File: src/rtl/pc_sequencer_if.sv
// Fetch-control bundle between the PC sequencer and its environment
// (imem, hazard unit, ID-stage PC control, EX flag writes).
interface pc_sequencer_if;
  logic        imem_rdy;
  logic        stall;
  logic        br_taken;
  logic [15:0] br_target;
  logic        hlt_id;
  logic [2:0]  flag_we;
  logic [2:0]  flags_in;
  logic [15:0] pc;
  logic [15:0] pc_plus2;
  logic        fetch_req;
  logic        if_id_wen;
  logic        if_id_flush;
  logic [2:0]  flags;
  logic        halted;
  logic        fetch_err;

  modport master (
    output imem_rdy, stall, br_taken, br_target, hlt_id, flag_we, flags_in,
    input  pc, pc_plus2, fetch_req, if_id_wen, if_id_flush, flags, halted, fetch_err
  );

  modport slave (
    input  imem_rdy, stall, br_taken, br_target, hlt_id, flag_we, flags_in,
    output pc, pc_plus2, fetch_req, if_id_wen, if_id_flush, flags, halted, fetch_err
  );
endinterface

File: src/rtl/pc_sequencer.sv
// Architectural PC and N/V/Z flag owner; sequences fetch around imem wait
// states, hazard stalls, ID-stage branch redirects and HLT.
module pc_sequencer #(
  parameter logic [15:0] RESET_PC   = 16'h0000,
  parameter int          WAIT_LIMIT = 15
) (
  input  logic          clk,
  input  logic          rst,
  pc_sequencer_if.slave bus
);

  typedef enum logic [1:0] {RUN, MEM_WAIT, HALTED} state_t;

  localparam logic [7:0] WAIT_LIM = 8'(WAIT_LIMIT);

  state_t      state, state_next;
  logic [15:0] pc_q, pc_next;
  logic [15:0] pend_target, pend_target_next;
  logic        pend_valid, pend_valid_next;
  logic [7:0]  wait_cnt, wait_cnt_next;
  logic        fetch_err_q, fetch_err_next;
  logic [2:0]  flags_q;
  logic        fetch_req_c, if_id_wen_c, if_id_flush_c, halted_c;

  always_ff @(posedge clk or posedge rst) begin
    if (rst) begin
      state       <= RUN;
      pc_q        <= RESET_PC;
      pend_target <= 16'h0000;
      pend_valid  <= 1'b0;
      wait_cnt    <= 8'd0;
      fetch_err_q <= 1'b0;
    end else begin
      state       <= state_next;
      pc_q        <= pc_next;
      pend_target <= pend_target_next;
      pend_valid  <= pend_valid_next;
      wait_cnt    <= wait_cnt_next;
      fetch_err_q <= fetch_err_next;
    end
  end

  // Flags keep updating in every state so EX can drain after HLT.
  always_ff @(posedge clk or posedge rst) begin
    if (rst) flags_q <= 3'b000;
    else     flags_q <= (bus.flags_in & bus.flag_we) | (flags_q & ~bus.flag_we);
  end

  always_comb begin
    state_next       = state;
    pc_next          = pc_q;
    pend_target_next = pend_target;
    pend_valid_next  = pend_valid;
    wait_cnt_next    = wait_cnt;
    fetch_err_next   = fetch_err_q;
    case (state)
      RUN: begin
        if (!bus.stall) begin
          if (bus.hlt_id) begin
            state_next = HALTED;
          end else if (bus.imem_rdy) begin
            pc_next = bus.br_taken ? bus.br_target : pc_q + 16'd2;
          end else begin
            state_next    = MEM_WAIT;
            wait_cnt_next = 8'd1;
            if (bus.br_taken) begin
              pend_target_next = bus.br_target;
              pend_valid_next  = 1'b1;
            end
          end
        end
      end
      MEM_WAIT: begin
        if (!bus.stall && bus.hlt_id) begin
          state_next      = HALTED;
          pend_valid_next = 1'b0;
        end else if (bus.imem_rdy) begin
          // A stalled ready cycle just parks here with the counter frozen.
          if (!bus.stall) begin
            if (bus.br_taken)    pc_next = bus.br_target;
            else if (pend_valid) pc_next = pend_target;
            else                 pc_next = pc_q + 16'd2;
            pend_valid_next = 1'b0;
            wait_cnt_next   = 8'd0;
            state_next      = RUN;
          end
        end else begin
          if (!bus.stall && bus.br_taken) begin
            pend_target_next = bus.br_target;
            pend_valid_next  = 1'b1;
          end
          if (wait_cnt != 8'd255) wait_cnt_next = wait_cnt + 8'd1;
          if (wait_cnt >= WAIT_LIM) fetch_err_next = 1'b1;
        end
      end
      HALTED: begin
      end
      default: state_next = RUN;
    endcase
  end

  always_comb begin
    fetch_req_c   = 1'b1;
    if_id_wen_c   = 1'b0;
    if_id_flush_c = 1'b0;
    halted_c      = 1'b0;
    case (state)
      RUN: begin
        if (!bus.stall) begin
          if (bus.hlt_id) begin
            if_id_flush_c = 1'b1;
          end else if (bus.imem_rdy) begin
            if_id_wen_c   = 1'b1;
            if_id_flush_c = bus.br_taken;
          end
        end
      end
      MEM_WAIT: begin
        if (!bus.stall) begin
          if (bus.hlt_id) begin
            if_id_flush_c = 1'b1;
          end else if (bus.imem_rdy) begin
            if_id_wen_c   = 1'b1;
            if_id_flush_c = bus.br_taken | pend_valid;
          end
        end
      end
      HALTED: begin
        fetch_req_c = 1'b0;
        halted_c    = 1'b1;
      end
      default: fetch_req_c = 1'b1;
    endcase
  end

  assign bus.pc          = pc_q;
  assign bus.pc_plus2    = pc_q + 16'd2;
  assign bus.fetch_req   = fetch_req_c;
  assign bus.if_id_wen   = if_id_wen_c;
  assign bus.if_id_flush = if_id_flush_c;
  assign bus.flags       = flags_q;
  assign bus.halted      = halted_c;
  assign bus.fetch_err   = fetch_err_q;

endmodule
File: src/flat_wrapper.sv
// flat-port wrapper written by rule: the top's interface ports become plain ports
module pc_sequencer_flat 
#(
  parameter logic [15:0] RESET_PC   = 16'h0000,
  parameter int          WAIT_LIMIT = 15
)
  (clk, rst, bus_imem_rdy, bus_stall, bus_br_taken, bus_br_target, bus_hlt_id, bus_flag_we, bus_flags_in, bus_pc, bus_pc_plus2, bus_fetch_req, bus_if_id_wen, bus_if_id_flush, bus_flags, bus_halted, bus_fetch_err);
  pc_sequencer_if bus_i ();
  input  logic clk;
  input  logic rst;
  input wire logic [$bits(bus_i.imem_rdy)-1:0] bus_imem_rdy;
  input wire logic [$bits(bus_i.stall)-1:0] bus_stall;
  input wire logic [$bits(bus_i.br_taken)-1:0] bus_br_taken;
  input wire logic [$bits(bus_i.br_target)-1:0] bus_br_target;
  input wire logic [$bits(bus_i.hlt_id)-1:0] bus_hlt_id;
  input wire logic [$bits(bus_i.flag_we)-1:0] bus_flag_we;
  input wire logic [$bits(bus_i.flags_in)-1:0] bus_flags_in;
  output wire logic [$bits(bus_i.pc)-1:0] bus_pc;
  output wire logic [$bits(bus_i.pc_plus2)-1:0] bus_pc_plus2;
  output wire logic [$bits(bus_i.fetch_req)-1:0] bus_fetch_req;
  output wire logic [$bits(bus_i.if_id_wen)-1:0] bus_if_id_wen;
  output wire logic [$bits(bus_i.if_id_flush)-1:0] bus_if_id_flush;
  output wire logic [$bits(bus_i.flags)-1:0] bus_flags;
  output wire logic [$bits(bus_i.halted)-1:0] bus_halted;
  output wire logic [$bits(bus_i.fetch_err)-1:0] bus_fetch_err;
  assign bus_i.imem_rdy = bus_imem_rdy;
  assign bus_i.stall = bus_stall;
  assign bus_i.br_taken = bus_br_taken;
  assign bus_i.br_target = bus_br_target;
  assign bus_i.hlt_id = bus_hlt_id;
  assign bus_i.flag_we = bus_flag_we;
  assign bus_i.flags_in = bus_flags_in;
  assign bus_pc = bus_i.pc;
  assign bus_pc_plus2 = bus_i.pc_plus2;
  assign bus_fetch_req = bus_i.fetch_req;
  assign bus_if_id_wen = bus_i.if_id_wen;
  assign bus_if_id_flush = bus_i.if_id_flush;
  assign bus_flags = bus_i.flags;
  assign bus_halted = bus_i.halted;
  assign bus_fetch_err = bus_i.fetch_err;
  pc_sequencer #(.RESET_PC(RESET_PC), .WAIT_LIMIT(WAIT_LIMIT)) u_core (.clk(clk), .rst(rst), .bus(bus_i));
endmodule
File: config.mk
export PLATFORM = sky130hd
export DESIGN_NAME = pc_sequencer_flat
export DESIGN_NICKNAME = d
export VERILOG_FILES = /design/src/rtl/pc_sequencer_if.sv /design/src/rtl/pc_sequencer.sv /design/src/flat_wrapper.sv
export SDC_FILE = /design/constraint.sdc
export NUM_CORES = 1
export LEC_CHECK = 0
export BUFFER_PORTS_ARGS = -buffer_cell sky130_fd_sc_hd__buf_2
export CORE_MARGIN = 4
export CORE_UTILIZATION = 54
export DETAILED_ROUTE_END_ITERATION = 6
export PLACE_DENSITY = 0.81
export SYNTH_ARGS = -nofsm -noshare
export SYNTH_HDL_FRONTEND = slang
export SYNTH_SLANG_ARGS = --single-unit
File: constraint.sdc
create_clock -name clk -period 2.45 [get_ports clk]
set_clock_uncertainty 0.15 [all_clocks]
set_input_delay 0.245 -clock clk [delete_from_list [all_inputs] [get_ports clk]]
set_output_delay 0.245 -clock clk [all_outputs]
set_load 0.02 [all_outputs]
Word-level counts from Yosys, hierarchy flattened --
Cells that the tools add are included.
Operators by class: add/sub/neg operators 2, $mul 0, div/mod/pow operators 0, magnitude comparators 1, equality and inequality tests 20, shift operators 0, muxes and demuxes 55, bitwise operators 8, reductions and logical operators 12
Operator list (number):
- two-way mux 16 bit | 16
- case mux 16 bit (2 select lines) | 2
- two-way mux 8 bit | 7
- AND reduction 7 bit | 3
- two-way mux 1 bit | 20
- != test 2 bit, second input constant | 9
- adder 16 x 2 -> 16 bit, second input constant | 1
- case mux 8 bit (2 select lines) | 1
- two-way mux 2 bit | 6
- != test 3 x 2 -> 1 bit, second input constant | 3
- adder 8 x 1 -> 8 bit, second input constant | 1
- greater-or-equal comparator 8 x 4 -> 1 bit, second input constant | 1
- != test 8 bit, second input constant | 1
- AND reduction 8 bit | 1
- AND 3 bit | 2
- != test 3 bit, second input constant | 2
- case mux 2 bit (3 select lines) | 1
- AND reduction 5 bit | 1
- != test 4 x 2 -> 1 bit, second input constant | 1
- != test 4 x 3 -> 1 bit, second input constant | 1
- case mux 1 bit (2 select lines) | 2
- AND reduction 4 bit | 1
- inverter 1 bit | 3
- inverter 3 bit | 1
- other kinds (10) | 11
Word-level totals: register bits after elaboration 47, bits in latches 0, memory bits (writable) 0, memory bits (read-only) 0, input bits 28, output and inout bits 40, logic and storage cells 105, memories kept 0

Longest topological paths before layout --
Gate-level depths: netlist of run 1.
word-level depth 7, mapped depth 8, gate-level depth less buffers 5

Least setup slack after synthesis of run 1 --
Ideal clock, no wire load.
path kind register -> output, start register u_core.pc_q[4] (netlist: u_core.bus.pc[4]), end output bus_pc_plus2[14], arrival time 1.762 ns, data required time 2.055 ns, setup slack 0.293 ns, stages on the path, launching flop included 5, path buffers 1, path through dfrtp_1 -> buf_2 -> nand4_1 -> nor4_1 -> xor2_1
On the way: longest elaborated chain between the ends 1
RTL lines:
- from (decl) | RTL line pc_sequencer.sv:17 | logic [15:0] pc_q, pc_next;
- from (signal assigned) | RTL line pc_sequencer.sv:35 | pc_q <= pc_next;
- adder 16 x 2 -> 16 bit | RTL line pc_sequencer.sv:137 | assign bus.pc_plus2 = pc_q + 16'd2;
- to (decl) | RTL line flat_wrapper.sv:19 | output wire logic [$bits(bus_i.pc_plus2)-1:0] bus_pc_plus2;
No other way between the ends.

Final worst setup path of run 1 --
start register u_core.pc_q[3] (netlist: u_core.bus.pc[3]), end output bus_pc_plus2[12]
The elaborated chain is that of the path after synthesis.

==> qor.log, run 1 <==
[status] run status finished, final reports clean
[sta] transition time of the tightest slew-check pin 0.542 ns
[logic_synthesis] Post-Synthesis Cell Area 2800 µm²
[sta] Setup Total Neg Slack 0 ns
[pwr] net switching power of the design 0.00133 W
[cts] TritonCTS sink count 47
[cts] TritonCTS buffer count 5
[layout] proportion of layout cells with a drive suffix above 1 0.342
[logic_synthesis] Yosys Warn Count 0
[logic_synthesis] area fraction in and, or, nand and nor cells after synthesis 0.197
[detailed_routing] number of DRC markers after the initial detailed-route iteration 215
[detailed_routing] drt total wl 7000 µm
[logic_synthesis] ys async rst share 1.00
[sta] headroom to the max-slew limit 0.636
[detailed_routing] WL/cell 16.1 µm
[placed_design] dpl cell area 3200 µm²
[setup_path] maximum fanout encountered on the critical timing path 10
[floorplanning] Die X 80.0 µm
[logic_synthesis] xor and xnor area share after synthesis 0.0282
[layout] footprint of the multi-input gates 1510 µm²
[layout] final net count 397
[setup_path] Worst R2R Start u_core.state[1]$_DFFE_PP0P_
[logic_synthesis] sequential-to-total area share from yosys stat 0.420
[floorplanning] top-level I/O count 68
[min_path] hold path startpoint bus_flag_we[0]
[floorplanning] initial cell density of the core 0.574
[cts] worst-skew pair later-pin latency 0.31 ns
[grt] global-route wire length before repair 11400 µm
[pwr] power density normalized to cell area 922 nW/µm²
[flow_run] max_cap viols 0
[placed_design] Final Wtd Congestion 0.875
[cts] maximum clock insertion buffer count 2
[layout] P&R area growth vs syn 20.9%
[placed_design] Port Buffer Count 67
[pwr] Pleak 1.54 nW
[sta] setup violators final 0
[pwr] total internal power 0.00179 W
[pwr] total power 0.00312 W
[layout] fillers 409
[setup_path] Register-to-Register Setup Slack 0.33 ns
[pwr] VDD IR-drop max 0.000483 V
[cts] CTS clock-pin slew for the worst setup and hold paths 0.10 ns
[detailed_routing] Post-DRT Antenna Nets 0
[setup_path] Crit path arrival time 1.93 ns
[pwr] sequential cell fraction of total power 0.411
[pwr] Clock Power Share 0.152
[logic_synthesis] mux contribution to synthesized area 0.102
[logic_synthesis] per-instance average area after synthesis 9.49 µm²
[logic_synthesis] share of synthesized cell area in full adder, half adder and majority cells 0.00894
[detailed_routing] number of iterations in the first detailed-routing pass 5
[logic_synthesis] number of enable flip-flop cells after synthesis 0
[detailed_routing] # DRC 0
[grt] remaining global-route overflow 0
[setup_path] type of element capturing the critical path primary output
[grt] All-Layer GR Usage 0.228
[logic_synthesis] cell count after synthesis 295
[logic_synthesis] number of distinct library cells after synthesis 53
[min_path] type of the most critical hold path primary input to flop
[logic_synthesis] predominant post-synthesis flop cell dfrtp_1
[sta] maximum achievable frequency 431 MHz
[floorplanning] Die Ht 80.0 µm
[layout] sequential cell area 1180 µm²
[layout] design area 3380 µm²
[grt] pin count of the biggest net entering global routing 23
[detailed_routing] via total after detailed routing 2624
[setup_path] endpoint of the lowest-slack register-to-register path u_core.wait_cnt[0]$_DFFE_PP0P_
[floorplanning] core area 4880 µm²
[floorplanning] number of placement rows 25
[sta] number of failing hold endpoints at the final stage 0
[grt] number of global-route vias before repair 2349
[logic_synthesis] complex-gate fraction of the synthesized area 0.186
[cts] clock root buffer master clkbuf_8
[detailed_routing] via density per instance 6.03
[floorplanning] DIE AREA 6400 µm²
[sta] Pins Over Slew Limit 0
[setup_path] category of the most critical setup path flop to primary output
[sta] Tmin final 2.32 ns
[pwr] switching part of the total 0.426
[cts] TritonCTS clock tree done
[layout] antenna cells 0
[placed_design] DP Cell Count 421
[setup_path] Req. time, crit path 2.06 ns
[logic_synthesis] flip-flop and latch count after synthesis 47
[setup_path] startpoint class of the critical path flop
[cts] # H-tree levels 2
[grt] initial antenna violation count 0
[setup_path] Critical Path Source u_core.bus.pc[3]$_DFFE_PP0P_
[pwr] Comb pwr share 0.437
[setup_path] Worst Setup EP bus_pc_plus2[12]
[setup_path] R2R depth 5
[logic_synthesis] combinational family with the most area after synthesis simple AND/OR/NAND/NOR gates
[placed_design] Post-DP HPWL 5100 µm
[sta] share of the clock period used by the worst path 0.947
[logic_synthesis] nets in the synthesized netlist 325
[layout] number of standard cells in the final layout excluding fillers 435
## area by class of cell
cell class,instances,area share
clock buffer,5,0.0203
clock inverter,3,0.00555
inverter,11,0.0122
multi-input combinational,216,0.446
sequential,47,0.348
tap,67,0.0248
timing repair buffer,86,0.143
## synthesized netlist by cell type, drive strengths merged (2+ instances only)
| master | count | share of area |
|---|---|---|
| a221o | 4 | 0.014 |
| o21a | 3 | 0.0080 |
| a22o | 3 | 0.0094 |
| a21o | 2 | 0.0054 |
| a2bb2oi | 2 | 0.0063 |
| nor3 | 11 | 0.020 |
| a21oi | 19 | 0.035 |
| xor2 | 3 | 0.0094 |
| o31ai | 7 | 0.019 |
| o21ai | 13 | 0.023 |
| buf | 15 | 0.034 |
| mux2 | 21 | 0.084 |
| o22ai | 2 | 0.0045 |
| inv | 11 | 0.015 |
| nor3b | 2 | 0.0072 |
| and3 | 5 | 0.011 |
| o211ai | 5 | 0.013 |
| nor2 | 14 | 0.019 |
| ha | 2 | 0.0089 |
| or3 | 4 | 0.0089 |
| dfrtp | 47 | 0.42 |
| nand4 | 4 | 0.0089 |
| nand3 | 9 | 0.016 |
| nand2b | 5 | 0.011 |
| a2111oi | 3 | 0.0094 |
| mux2i | 5 | 0.018 |
| a31oi | 3 | 0.0067 |
| nor4 | 8 | 0.018 |
| or2 | 4 | 0.0089 |
| o22a | 3 | 0.0094 |
| o221ai | 3 | 0.0094 |
| nor2b | 3 | 0.0067 |
| xnor2 | 6 | 0.019 |
| clkbuf | 6 | 0.0080 |
| nand2 | 26 | 0.035 |
## state kept, by name, indices dropped and copies added, names as in the netlist, named ones only
register / cells
u_core.wait_cnt: 8
u_core.bus.pc: 16
u_core.pend_target: 16
u_core.pend_valid: 1
u_core.state: 2
u_core.bus.fetch_err: 1
## layer usage
| metal | vias to the layer above | global-route usage | wire length [µm] |
|---|---|---|---|
| li1 | 1239 | - | - |
| met1 | 1283 | 0.305 | 3020 |
| met2 | 91 | 0.360 | 3400 |
| met3 | 11 | 0.0463 | 466 |
| met4 | 0 | 0.0895 | 119 |
| met5 | - | 0 | 0 |
## worst min path at each step
stage	to	slack, ns	cells past startpoint
3_3_place_gp	async pin	0.11	2
3_5_place_dp	u_core.bus.pc[2]$_DFFE_PP0P_	0.11	2
4_1_cts	flop	0.005	2
5_1_grt	flop	0.003	2
6_report	flop	0.03	2
2_1_floorplan	u_core.pend_target[0]$_DFFE_PP0P_	0.25	1
## cell families (layout without fill, tap and decap cells)
group / Yosys count / after routing
compound gates: 76 / 76
fa+ha+maj: 2 / 2
buf+inv: 32 / 105
simple gates: 103 / 103
flops: 47 / 47
mux: 26 / 26
xor+xnor: 9 / 9
## repair_timing
| action | 4_1_cts | 5_1_grt |
|---|---|---|
| endpoints found under the hold margin | 17 | 2 |
| gates resized for setup | 3 | 6 |
| hold buffers | 1 | 2 |
| setup endpoints to repair | 2 | 7 |
| pin swaps | 1 | 1 |
| buffers inserted | 1 | 2 |
| cloned | 0 | 0 |
## worst max-delay path, stage by stage, from the launching register on
cell and delay, ns:
dfrtp_2 0.50, nand3_1 0.21, buf_4 0.22, nor3_1 0.34, xnor2_1 0.16, buf_2 0.17
## cells in the final DEF (no fill, tap or decap), types with 4 or more instances in the layout
cell	Yosys	routed
a21oi_1	18	18
clkbuf_8	0	5
o21ai_0	12	12
nor4_1	8	6
nor2_1	14	14
nand2b_1	5	5
o211ai_1	5	5
a221o_1	4	4
nor3_1	11	9
nand2_1	26	26
dfrtp_1	47	46
nand4_1	4	4
buf_2	11	67
mux2_2	21	21
xnor2_1	6	6
nand3_1	9	9
and3_1	5	5
buf_4	1	16
o31ai_1	7	7
mux2i_1	5	5
or3_1	4	4
inv_1	11	10
## metrics by stage
stage	util	worst slack [ns]	hold WS, ns
5_1_grt	0.694	-0.000100	0.00342
2_1_floorplan	-	0.293	0.246
3_5_place_dp	0.655	0.111	0.108
3_3_place_gp	0.655	0.178	0.107
6_report	0.694	0.130	0.0254
4_1_cts	0.681	0.0395	0.00529
## power groups by stage
stage	combinational, W	sequential, W	clock, W
floorplan	0.000821	0.00133	0
global placement	0.00127	0.00127	0
detailed placement	0.00129	0.00129	0
CTS	0.00131	0.00127	0.000489
global route	0.00148	0.00132	0.000534
finish	0.00136	0.00128	0.000475
(Power assumes the default switching activity.)
==> run 2: changes to the inputs <==
- CTS_CLUSTER_SIZE: unset -> 20
- RECOVER_POWER: unset -> 100
==> run 2 against run 1 <==
Combinational power decreased by 4%; sequential cell count is the same; critical path depth down 1; routed wire length rose by 0.51%; global-route usage is the same; register-to-register slack got worse by 0.17 ns; sequential power barely moved; first-iteration DRC count up 1.9%; largest power group unchanged.
==> qor.log, run 2 (synthesis gave the netlist of run 1 again) <==
[grt] met1 track utilization from global routing 0.305 [unchanged]
[placed_design] Final Wtd Congestion 0.875 [unchanged]
[sta] headroom to the max-slew limit 0.435 [was 0.636]
[floorplanning] core area 4880 µm² [unchanged]
[sta] setup violators final 0 [unchanged]
[grt] initial antenna violation count 0 [unchanged]
[cts] TritonCTS buffer count 5 [unchanged]
[detailed_routing] drt total wl 7040 µm [was 7000 µm]
[grt] global-route met3 utilization 0.0463 [unchanged]
[detailed_routing] via density per instance 6.05 [was 6.03]
[detailed_routing] via total after detailed routing 2630 [was 2624]
[floorplanning] initial cell density of the core 0.574 [unchanged]
[sta] Tmin final 2.37 ns [was 2.32 ns]
[flow_run] max_cap viols 0 [unchanged]
[detailed_routing] number of iterations in the first detailed-routing pass 5 [unchanged]
[floorplanning] top-level I/O count 68 [unchanged]
[layout] highest-count cells in the layout ignoring fill and taps dfrtp_1, clkbuf_1, buf_2, nand2_1, mux2_2 [was buf_2, dfrtp_1, nand2_1, mux2_2, a21oi_1]
[floorplanning] number of placement rows 25 [unchanged]
[layout] core utilization of the finished layout 0.679 [was 0.694]
[cts] TritonCTS clock tree done [unchanged]
[cts] clock root buffer master clkbuf_8 [unchanged]
[layout] most frequent standard cell in the layout excluding fill and tap cells dfrtp_1 [was buf_2]
[floorplanning] DIE AREA 6400 µm² [unchanged]
[placed_design] DP Cell Count 421 [unchanged]
[placed_design] Port Buffer Count 67 [unchanged]
[grt] Global Route met2 Usage 0.360 [unchanged]
[layout] proportion of layout cells with a drive suffix above 1 0.236 [was 0.342]
[detailed_routing] Post-DRT Antenna Nets 0 [unchanged]
[grt] busiest metal layer after global routing met2 [unchanged]
[grt] remaining global-route overflow 0 [unchanged]
[setup_path] type of element capturing the critical path primary output [unchanged]
[setup_path] maximum fanout encountered on the critical timing path 11 [was 10]
[grt] global-route wire length before repair 11400 µm [unchanged]
[sta] number of failing hold endpoints at the final stage 0 [unchanged]
[status] run status finished, final reports clean [unchanged]
[cts] TritonCTS sink count 47 [unchanged]
[cts] # H-tree levels 2 [unchanged]
[grt] All-Layer GR Usage 0.228 [unchanged]
[sta] share of the clock period used by the worst path 0.967 [was 0.947]
[pwr] power density normalized to cell area 926 nW/µm² [was 922 nW/µm²]
[detailed_routing] # DRC 0 [unchanged]
[detailed_routing] number of DRC markers after the initial detailed-route iteration 219 [was 215]
[layout] antenna cells 0 [unchanged]
[setup_path] Crit path arrival time 1.97 ns [was 1.93 ns]
[layout] number of standard cells in the final layout excluding fillers 435 [unchanged]
[sta] transition time of the tightest slew-check pin 0.847 ns [was 0.542 ns]
[cts] maximum clock insertion buffer count 2 [unchanged]
[cts] CTS clock-pin slew for the worst setup and hold paths 0.10 ns [about the same]
[min_path] type of the most critical hold path primary input to flop [unchanged]
[pwr] Pleak 1.44 nW [was 1.54 nW]
[pwr] VDD IR-drop max 0.000463 V [was 0.000483 V]
[sta] maximum achievable frequency 422 MHz [was 431 MHz]
[cts] worst-skew pair later-pin latency 0.31 ns [about the same]
[setup_path] Critical Path Source u_core.state[1]$_DFFE_PP0P_ [was u_core.bus.pc[3]$_DFFE_PP0P_]
[setup_path] Req. time, crit path 2.06 ns [about the same]
[placed_design] Post-DP HPWL 5100 µm [unchanged]
[setup_path] Worst R2R Start u_core.state[1]$_DFFE_PP0P_ [unchanged]
[setup_path] category of the most critical setup path flop to primary output [unchanged]
[floorplanning] Die Ht 80.0 µm [unchanged]
[setup_path] startpoint class of the critical path flop [unchanged]
[floorplanning] Die X 80.0 µm [unchanged]
[sta] Setup Total Neg Slack 0 ns [unchanged]
[grt] number of global-route vias before repair 2349 [unchanged]
[sta] setup repair after global routing missed its margin no
[sta] Pins Over Slew Limit 0 [unchanged]
[min_path] hold path startpoint bus_flag_we[0] [unchanged]
[grt] pin count of the biggest net entering global routing 23 [unchanged]
[layout] P&R area growth vs syn 18.4% [was 20.9%]
[layout] final net count 397 [unchanged]
[detailed_routing] WL/cell 16.2 µm [was 16.1 µm]
==> run 2: path summary, 6_finish.rpt <==
path / slack [ns] / endpoint / depth (start not counted)
worst min register to register: 0.32 / u_core.bus.fetch_err$_DFFE_PP0P_ / 1
worst min-delay path: 0.02 / flop / 2
worst max register to register: 0.16 / u_core.wait_cnt[0]$_DFFE_PP0P_ / 5
min in group asynchronous: 0.44 / async pin / 3
max in group asynchronous: 0.49 / u_core.pend_target[5]$_DFFE_PP0P_ / 4
worst max-delay path: 0.08 / bus_if_id_wen / 4
==> run 2: per-stage QoR <==
stage | hold slack, ns | instance area, µm² | total power [W] | worst slack, ns
2_1_floorplan | 0.246 | 2800 | 0.00215 | 0.293
5_1_grt | 0.00342 | 3310 | 0.00328 | 0.00317
4_1_cts | 0.00529 | 3320 | 0.00308 | 0.0395
6_report | 0.0240 | 3310 | 0.00307 | 0.0802
3_5_place_dp | 0.108 | 3200 | 0.00258 | 0.111
3_3_place_gp | 0.107 | 3200 | 0.00254 | 0.178
==> run 2: timing repair <==
item / CTS / global route
resized for setup: 3 / 6
pin swaps: 1 / 1
hold buffers: 1 / 2
buffers inserted: 1 / 2
endpoints found under the setup margin: 2 / 7
hold endpoints to repair: 17 / 2
==> run 2: routing by layer <==
layer | wire length (µm) | vias up
met3 | 433 | 16
met2 | 3380 | 83
met5 | 0 | -
met1 | 3070 | 1296
li1 | - | 1235
met4 | 154 | 0
==> run 2: power breakdown <==
part	total (W)	internal (W)	switching (W)
Clock	0.000474	0.000201	0.000273
Sequential	0.00129	0.00102	0.000265
Combinational	0.00131	0.000510	0.000797
==> run 2: critical path, cell delays in order (launching register included) <==
cell	delay [ns]
dfrtp_1	0.42
or4b_1	0.70
inv_1	0.20
buf_4	0.18
buf_2	0.18
==> run 2: final cells by class <==
cell class              instances  area (µm²)
clock inverters                 3        18.8
multi-input cells             216        1500
flip-flops and latches         47        1180
repair buffers                 86         427
fillers                       421        1570
well taps                      67        83.8
clock buffers                   5        68.8
inverters                      11        41.3
==> run 3: changes to the inputs <==
--- a/config.mk
+++ b/config.mk
@@ -7,3 +7,3 @@
 export LEC_CHECK = 0
-export BUFFER_PORTS_ARGS = -buffer_cell sky130_fd_sc_hd__buf_2
+export BUFFER_PORTS_ARGS = -buffer_cell sky130_fd_sc_hd__buf_4
 export CORE_MARGIN = 4
==> constraint.sdc (replaced) <==
create_clock -name clk -period 2.45 [get_ports clk]
set_clock_uncertainty 0.15 [all_clocks]
set_input_delay 0 -clock clk [delete_from_list [all_inputs] [get_ports clk]]
set_output_delay 0 -clock clk [all_outputs]
set_load 0.02 [all_outputs]
==> run 3 against run 2 <==
Power is 0.41% lower; non-clock buffer count up 18; fmax increased by 2.2%; cell area rose by 6.9%; sequential cell count unchanged; worst setup slack improved by 0.051 ns; critical endpoint unchanged.
==> qor.log, run 3 (synthesis gave the netlist of run 1 again) <==
[cts] TritonCTS buffer count 5 [unchanged]
[detailed_routing] drt total wl 7710 µm [was 7040 µm]
[sta] setup violators final 0 [unchanged]
[setup_path] endpoint of the lowest-slack register-to-register path u_core.wait_cnt[0]$_DFFE_PP0P_ [unchanged]
[pwr] VDD IR-drop max 0.000462 V [was 0.000463 V]
[cts] maximum clock insertion buffer count 2 [unchanged]
[layout] highest-count cells in the layout ignoring fill and taps dfrtp_1, clkbuf_1, buf_4, dlygate4sd3_1, nand2_1 [was dfrtp_1, clkbuf_1, buf_2, nand2_1, mux2_2]
[setup_path] Register-to-Register Setup Slack 0.20 ns [was 0.16 ns]
[placed_design] worst setup slack before clock tree synthesis 0.294 ns [was 0.111 ns]
[cts] TritonCTS sink count 47 [unchanged]
[cts] number of gates resized after CTS 0 [was 3]
[setup_path] Slowest cell on crit path or4b_1 [unchanged]
[floorplanning] initial cell density of the core 0.574 [unchanged]
[sta] setup repair after global routing missed its margin no [unchanged]
[layout] core utilization of the finished layout 0.726 [was 0.679]
[placed_design] Port Buffer Count 67 [unchanged]
[setup_path] category of the most critical setup path flop to primary output [unchanged]
[floorplanning] DIE AREA 6400 µm² [unchanged]
[detailed_routing] via density per instance 6.07 [was 6.05]
[floorplanning] top-level I/O count 68 [unchanged]
[floorplanning] Die Ht 80.0 µm [unchanged]
[grt] initial antenna violation count 0 [unchanged]
[layout] proportion of layout cells with a drive suffix above 1 0.184 [was 0.236]
[sta] Pins Over Slew Limit 0 [unchanged]
[setup_path] Crit path arrival time 2.17 ns [was 1.97 ns]
[setup_path] Req. time, crit path 2.30 ns [was 2.06 ns]
[layout] most frequent standard cell in the layout excluding fill and tap cells dfrtp_1 [unchanged]
[detailed_routing] via total after detailed routing 2748 [was 2630]
[setup_path] Buf/Inv on CP 3 [unchanged]
[setup_path] Worst R2R Start u_core.state[0]$_DFFE_PP0P_ [was u_core.state[1]$_DFFE_PP0P_]
[grt] All-Layer GR Usage 0.250 [was 0.228]
[placed_design] Post-DP HPWL 5260 µm [was 5100 µm]
[sta] headroom to the max-slew limit 0.386 [was 0.435]
[floorplanning] Die X 80.0 µm [unchanged]
[setup_path] R2R depth 4 [was 5]
[setup_path] startpoint class of the critical path flop [unchanged]
[setup_path] type of element capturing the critical path primary output [unchanged]
[cts] # H-tree levels 2 [unchanged]
[sta] number of failing hold endpoints at the final stage 0 [unchanged]
[flow_run] max_cap viols 0 [unchanged]
[sta] Setup Total Neg Slack 0 ns [unchanged]
[placed_design] Final Wtd Congestion 0.879 [was 0.875]
[setup_path] maximum fanout encountered on the critical timing path 13 [was 11]
[detailed_routing] # DRC 0 [unchanged]
[setup_path] cells along the critical path or4b_1, inv_1, buf_4, clkbuf_1 [was or4b_1, inv_1, buf_4, buf_2]
[grt] global-route wire length before repair 12600 µm [was 11400 µm]
[detailed_routing] Post-DRT Antenna Nets 0 [unchanged]
[sta] transition time of the tightest slew-check pin 0.920 ns [was 0.847 ns]
[detailed_routing] WL/cell 17.0 µm [was 16.2 µm]
[grt] pin count of the biggest net entering global routing 33 [was 23]
[setup_path] Top delay family on crit path simple AND/OR/NAND/NOR gates [unchanged]
[layout] antenna cells 0 [unchanged]
[sta] Tmin final 2.32 ns [was 2.37 ns]
[sta] maximum achievable frequency 431 MHz [was 422 MHz]
[detailed_routing] number of DRC markers after the initial detailed-route iteration 342 [was 219]
[detailed_routing] number of iterations in the first detailed-routing pass 5 [unchanged]
[sta] share of the clock period used by the worst path 0.946 [was 0.967]
[grt] number of global-route vias before repair 2658 [was 2349]
[cts] clock root buffer master clkbuf_8 [unchanged]
[setup_path] Critical Path Source u_core.state[1]$_DFFE_PP0P_ [unchanged]
[layout] P&R area growth vs syn 26.6% [was 18.4%]
[floorplanning] number of placement rows 25 [unchanged]
[cts] worst-skew pair later-pin latency 0.31 ns [about the same]
[sta] post-layout worst setup margin 0.131 ns [was 0.0802 ns]
[cts] CTS clock-pin slew for the worst setup and hold paths 0.09 ns [was 0.10 ns]
[setup_path] highest cell delay on the worst timing path 0.70 ns [about the same]
[floorplanning] core area 4880 µm² [unchanged]
[layout] final net count 415 [was 397]
[min_path] type of the most critical hold path primary input to async pin [was primary input to flop]
[cts] TritonCTS clock tree done [unchanged]
[status] run status finished, final reports clean [unchanged]
[grt] remaining global-route overflow 0 [unchanged]
[pwr] Pleak 1.51 nW [was 1.44 nW]
[pwr] power density normalized to cell area 862 nW/µm² [was 926 nW/µm²]
-- run 3: tightest hold or removal path, stage by stage --
cell and delay (ns):
dlygate4sd3_1 0.54, clkbuf_4 0.13, inv_1 0.66
-- run 3: how the worst max path moves through the flow --
stage	slack, ns	depth (start not counted)	end
final	0.13	4	bus_if_id_wen
after global routing	0.05	6	bus_if_id_wen
after CTS	0.23	5	bus_pc_plus2[14]
after detailed placement	0.29	4	u_core.bus.pc[2]$_DFFE_PP0P_
after global placement	0.35	4	u_core.bus.pc[2]$_DFFE_PP0P_
after floorplan	0.51	5	u_core.bus.pc[14]$_DFFE_PP0P_
-- run 3: where the power goes --
| part | internal [W] | switching (W) |
|---|---|---|
| clock | 0.000200 | 0.000262 |
| sequential | 0.00102 | 0.000294 |
| combinational | 0.000511 | 0.000770 |
-- run 3: what timing repair did --
| item | 4_1_cts | 5_1_grt |
|---|---|---|
| setup endpoints to repair | 0 | 0 |
| hold buffers | 28 | 0 |
| setup buffers | 0 | 0 |
| hold endpoints to repair | 62 | 0 |
-- run 3: layer usage --
layer / part of all wire / up-vias / track usage
met5: 0 / - / 0
met3: 0.075 / 23 / 0.0564
li1: - / 1273 / -
met1: 0.41 / 1331 / 0.328
met4: 0.017 / 0 / 0.0557
met2: 0.50 / 121 / 0.421
-- run 3: stage by stage --
step / power [W] / area (µm²) / std cells / hold slack (ns)
final: 0.00305 / 3540 / 453 / 0.307
after global routing: 0.00324 / 3540 / 453 / 0.327
after CTS: 0.00324 / 3700 / 453 / 0.151
after detailed placement: 0.00274 / 3330 / 417 / -0.0819
after global placement: 0.00269 / 3330 / 417 / -0.0786
after floorplan: 0.00215 / 2800 / 295 / 0.000574
-- run 3: layout make-up --
class                   count  area (µm²)
fillers                   418        1340
multi-input cells         216        1460
flip-flops and latches     47        1180
clock buffers               6        72.6
clock inverters             2        12.5
well taps                  67        83.8
inverters                  11        41.3
repair buffers            104         698
